===== src/rtl/riscv_pkg.sv =====
// Shared RV32I definitions for the immediate generator.
//   XLEN      : datapath width
//   imm_sel_e : immediate format select encodings (3 bits)
package riscv_pkg;

  localparam int unsigned XLEN = 32;

  typedef enum logic [2:0] {
    IMM_I   = 3'b000,
    IMM_S   = 3'b001,
    IMM_U   = 3'b010,
    IMM_B   = 3'b011,
    IMM_J   = 3'b100,
    IMM_CSR = 3'b101
  } imm_sel_e;

endpackage


===== src/rtl/riscv_imm_extract.sv =====
// Combinational immediate extraction for RV32I.
//   i_inst    : 32-bit instruction word
//   i_imm_sel : immediate format select (riscv_pkg::imm_sel_e encoding)
//   o_imm     : sign/zero-extended immediate; zero for undefined selects
module riscv_imm_extract
  import riscv_pkg::*;
(
  input  logic [XLEN-1:0] i_inst,
  input  logic [2:0]      i_imm_sel,
  output logic [XLEN-1:0] o_imm
);

  // Opcode bits never contribute to an immediate.
  logic w_unused_opcode;
  assign w_unused_opcode = ^i_inst[6:0];

  always_comb begin
    o_imm = '0;
    case (imm_sel_e'(i_imm_sel))
      IMM_I:   o_imm = {{20{i_inst[31]}}, i_inst[31:20]};
      IMM_S:   o_imm = {{20{i_inst[31]}}, i_inst[31:25], i_inst[11:7]};
      IMM_U:   o_imm = {i_inst[31:12], 12'b0};
      IMM_B:   o_imm = {{19{i_inst[31]}}, i_inst[31], i_inst[7],
                        i_inst[30:25], i_inst[11:8], 1'b0};
      IMM_J:   o_imm = {{11{i_inst[31]}}, i_inst[31], i_inst[19:12],
                        i_inst[20], i_inst[30:21], 1'b0};
      IMM_CSR: o_imm = {27'b0, i_inst[19:15]};
      default: o_imm = '0;
    endcase
  end

endmodule


===== src/rtl/riscv_imm_gen.sv =====
// RV32I immediate generator with optional output register.
//   clk     : system clock, rising edge (unused when OUT_REG = 0)
//   rst     : synchronous active-high reset (unused when OUT_REG = 0)
//   inst    : instruction word
//   imm_sel : immediate format select
//   out     : generated immediate (one-cycle latency when OUT_REG = 1)
module riscv_imm_gen
  import riscv_pkg::*;
#(
  parameter int unsigned OUT_REG = 1
) (
  input  logic            clk,
  input  logic            rst,
  input  logic [XLEN-1:0] inst,
  input  logic [2:0]      imm_sel,
  output logic [XLEN-1:0] out
);

  logic [XLEN-1:0] w_imm;

  riscv_imm_extract u_extract (
    .i_inst    (inst),
    .i_imm_sel (imm_sel),
    .o_imm     (w_imm)
  );

  generate
    if (OUT_REG != 0) begin : g_reg
      logic [XLEN-1:0] r_out;

      always_ff @(posedge clk) begin
        if (rst) r_out <= '0;
        else     r_out <= w_imm;
      end

      assign out = r_out;
    end else begin : g_comb
      logic w_unused_clk_rst;
      assign w_unused_clk_rst = clk ^ rst;
      assign out = w_imm;
    end
  endgenerate

endmodule


===== config.mk =====
export PLATFORM = sky130hd
export DESIGN_NAME = riscv_imm_gen
export DESIGN_NICKNAME = d
export VERILOG_FILES = /design/src/rtl/riscv_pkg.sv /design/src/rtl/riscv_imm_extract.sv /design/src/rtl/riscv_imm_gen.sv
export SDC_FILE = /design/constraint.sdc
export NUM_CORES = 1
export LEC_CHECK = 0
export ABC_AREA = 1
export BUFFER_PORTS_ARGS = -buffer_cell sky130_fd_sc_hd__buf_4
export CORE_ASPECT_RATIO = 0.6
export CORE_MARGIN = 5
export CORE_UTILIZATION = 42
export CTS_CLUSTER_DIAMETER = 50
export DETAILED_ROUTE_END_ITERATION = 16
export PLACE_DENSITY_LB_ADDON = 0.2
export SYNTH_ARGS = -nofsm -noshare
export SYNTH_HDL_FRONTEND = slang
export SYNTH_SLANG_ARGS = --single-unit

===== constraint.sdc =====
create_clock -name clk -period 1.15 [get_ports clk]
set_clock_uncertainty 0.15 [all_clocks]
set_input_delay 0.0575 -clock clk [delete_from_list [all_inputs] [get_ports clk]]
set_output_delay 0.0575 -clock clk [all_outputs]
set_load 0.01 [all_outputs]

# Yosys cells after proc, flatten, opt, wreduce, memory -nomap -nowiden
# Index checks and enable logic that the tools add are counted.
# classes
n_bitwise,0
magnitude_cmp,0
add_sub_neg,0
n_mul,0
eq_ne,5
reduce_logical,1
n_shift,0
div,0
mux,1
# ops
operator,count
one-hot mux 32 bit (6 select lines),1
equality test 3 x 2 -> 1 bit (second input constant),2
equality test 3 bit (second input constant),2
equality test 3 x 1 -> 1 bit (second input constant),1
zero test 3 bit,1
# totals
romBits,0
inputBits,37
latchBits,0
ramBits,0
register_bits,32
output_inout_bits,32
elab_cells,8
n_memories,0

# Depth between registers and ports, before layout
# depth
word_depth,2
depth_mapped,6

# Modules after synthesis
# Synthesis repeated with hierarchy kept, for this count alone.
# hier_totals
cells_unflattened,187
area_unflattened_um2,1348.8
# modules_own_cells
module,n_inst,cells_each,area_each_um2,seq_area_each_um2
riscv_imm_gen,1,99,914.6,640.6
riscv_imm_extract,1,88,434.2,0.0

# Least setup slack after synthesis
# OpenSTA, ideal clock, no wires.
# synth_timing
path_type,in2reg
start,in imm_sel[2]
end,"reg g_reg.r_out[25], in the netlist out[25]"
setup_ns,0.069
path_slack_ns,0.326
n_path_buf,1
arrival_time_ns,0.604
cell_stages,6
t_required_ns,0.931
cell_sequence,inv_2 -> nand3_2 -> inv_1 -> buf_4 -> nand2_1 -> a21oi_2
# synth_between
elab_chain_len,2
elab_cells_between_ends,7
cone_classes,eq/ne (5); mux (1); reduce/logical (1)
# synth_lines
element,line_no,source
start: declaration,riscv_imm_gen.sv:15,"input logic [2:0] imm_sel,"
"equality test 3 bit, or another cell as far along",riscv_imm_extract.sv:19,case (imm_sel_e'(i_imm_sel))
one-hot mux 32 bit (6 select lines) *,riscv_imm_extract.sv:19,
end signal: assignment,riscv_imm_gen.sv:33,else r_out <= w_imm;
end: declaration,riscv_imm_gen.sv:29,logic [XLEN-1:0] r_out;
# Every way passes the cells marked *; elsewhere a longest branch is shown, timed or not.
# A chain may end at the register's enable or synchronous reset.

==> results.cfg <==
[worst_setup_path]
crit_path_start = rst
crit_path_start_kind = input pin
cp.required_ns = 1.16
worstPathArrival_ns = 1.14
crit_fanout = 8
end_kind = flop
critical_path_class = input pin to flop

[cts]
cts.sinks = 32
clk_pin_slew_worst_paths_ns = 0.07
numCtsBuffers = 5
root_buffer = clkbuf_8
cts_tree = built
cts_setup_buffers = 0
clock_path_buffers = 2
h-tree-depth = 2

[power_and_ir_drop]
power.switching_uw = 658
power_per_cell_area_nw_per_um2 = 1370
power_frac_comb_pct = 16.9
fin_total_pwr_uw = 2840
switching_share_pct = 23.2
clkPwrFrac_pct = 41.4
cell_internal_pwr_uw = 2180
seqPwrFrac_pct = 41.8
p_leak_uw = 0.000973
ir_drop_uv = 986

[timing]
fin_crit_sh_pct = 98.2
slew_viol_final = 0
finalSetupViolCount = 0
setup_slack_ns = 0.0206
period_needed_ns = 1.13
worstMarginPinSlew_ns = 0.360
rsz0062_at_grt = no
hold_violations = 0
fmax_mhz = 885
tns_ns = 0
slew_headroom_pct = 75.9

[final_layout]
largest_reg_flops = 32
fin_nets = 271
drive_above_1_share_pct = 38.7
area_delta_synth_final_pct = 75.3
n_antenna_cell = 0

[global_routing]
grt_usage_pct = 21.0
grt_max_degree = 21
grt_pass1_vias = 1333
grt_pass1_wl_um = 6400
grt_overflow = 0
antenna_found_initial = 0

[yosys]
yosys.area_share.xor_xnor_pct = 0
synth-simple-area-share_pct = 25.6
synthMuxAreaShare_pct = 0
synth_common_cells = 44 x nand2_1, 32 x dfxtp_1, 13 x a21oi_1, 11 x nor2_1, 10 x a21oi_2
synthDistinctLibCells = 16
yosysSeqAreaShare_pct = 54.2
yosysMostFrequentCell = nand2_1
netlist_area_sq_um = 1180
yosys_most_used_dff = dfxtp_1
synthCells = 142
syn_nets = 179
yosysWarnings = 0
synthAdderAreaFrac_pct = 0
synth_area_leader_cell = dfxtp_1
yosysTopAreaCellShare_pct = 54.2
avgSynthCellArea_sq_um = 8.32
ys_top_cells_by_area = dfxtp_1 54%, nand2_1 14%, a21oi_2 7.4%
synth_seq_cells = 32
synth_top_family_by_area = simple AND/OR/NAND/NOR gates
synth-async-reset-ratio_pct = 0
synth_edf_count = 0
synth-compound-area-share_pct = 14.4

[route]
detail_route.vias_per_cell = 5.01
drt_wl_total_um = 4030
via_count = 1338
avgRoutedWirePerCell_um = 15.1
drc = 0
drt_first_iter_violations = 93
dr.pass1.iters = 4
antenna_left = 0

[worst_hold_path]
holdCritPathClass = input pin to flop
holdPathStages = 5
min_from = inst[9]

[place]
place_congestion = 0.801
dpl.hpwl_um = 2570
io_buffers = 61
dp_slack_ns = 0.00873

[floorplanning]
io-pin-count = 69
num_rows = 14
initial_core_util_pct = 45.6
die_h_um = 51.1
die_w_um = 78.5
core_sq_um = 2590
die-area_sq_um = 4010

[outcome]
status = finished clean

[flow_run]
maxCapViolCount = 0
-- layout make-up --
class                      instances  area [sq um]
inverter                          11          45.0
tap                               32          40.0
clock buffer                       7          96.3
multi-input combinational         95           473
clock inverter                     1          30.0
sequential                        32           641
timing repair buffer              89           746
fill                             178           522
-- layout by cell type, fill, tap and decap left out --
cell	netlist	final
nand4_1	2	2
dlygate4sd3_1	0	26
a21oi_2	10	10
nand3_2	1	1
nor2_4	2	2
clkbuf_8	0	7
nand3_1	9	9
nor2_1	11	11
a21oi_1	13	13
nand2_2	1	1
buf_12	0	1
nand2_1	44	44
inv_1	9	7
dfxtp_1	32	32
o21ai_2	2	2
clkinvlp_4	0	1
inv_2	2	3
buf_4	1	62
bufinv_16	0	1
-- power groups by stage --
| stage | registers, uW | clock network (uW) | logic (uW) |
|---|---|---|---|
| 3_5_place_dp | 1210 | 0 | 393 |
| 3_3_place_gp | 1210 | 0 | 385 |
| 6_report | 1180 | 1170 | 479 |
| 4_1_cts | 1180 | 1180 | 466 |
| 5_1_grt | 1190 | 1260 | 512 |
| 2_1_floorplan | 1240 | 0 | 136 |
-- cell families after synthesis --
group	Yosys count
flip-flops	32
AND/OR/NAND/NOR	70
buffers and inverters	15
AO/OA/AOI/OAI	25
-- per-stage QoR --
stage | utilization, % | instance area [sq um] | cells | hold slack (ns)
final | 79.9 | 2070 | 267 | 0.0211
after global routing | 79.9 | 2070 | 267 | 0.00207
after CTS | 79.7 | 2070 | 267 | 0.00226
after detailed placement | 64.8 | 1680 | 233 | 0.164
after global placement | 64.8 | 1680 | 233 | 0.160
after floorplan | - | 1180 | 142 | 0.0336
-- layer usage --
metal / vias up / share of wire (%) / global-route usage (%)
li1: 638 / - / -
met1: 594 / 40 / 23.5
met2: 89 / 47 / 36.1
met3: 17 / 11 / 8.25
met4: 0 / 3.0 / 9.59
met5: - / 0 / 0
-- final timing paths --
path              slack (ns)                end
hold / removal          0.02  out[2]$_SDFF_PP0_
setup / recovery        0.02  out[3]$_SDFF_PP0_
-- critical path: stages --
cell	delay, ns
dlygate4sd3_1	0.55
buf_4	0.13
clkinvlp_4	0.15
o21ai_2	0.17
a21oi_1	0.08
-- repair_timing --
action                                  CTS  global route
hold buffers                             26             0
endpoints found under the setup margin    0             5
hold endpoints to repair                 32             0
gates resized for setup                   0             2
(Power assumes the default switching activity.)
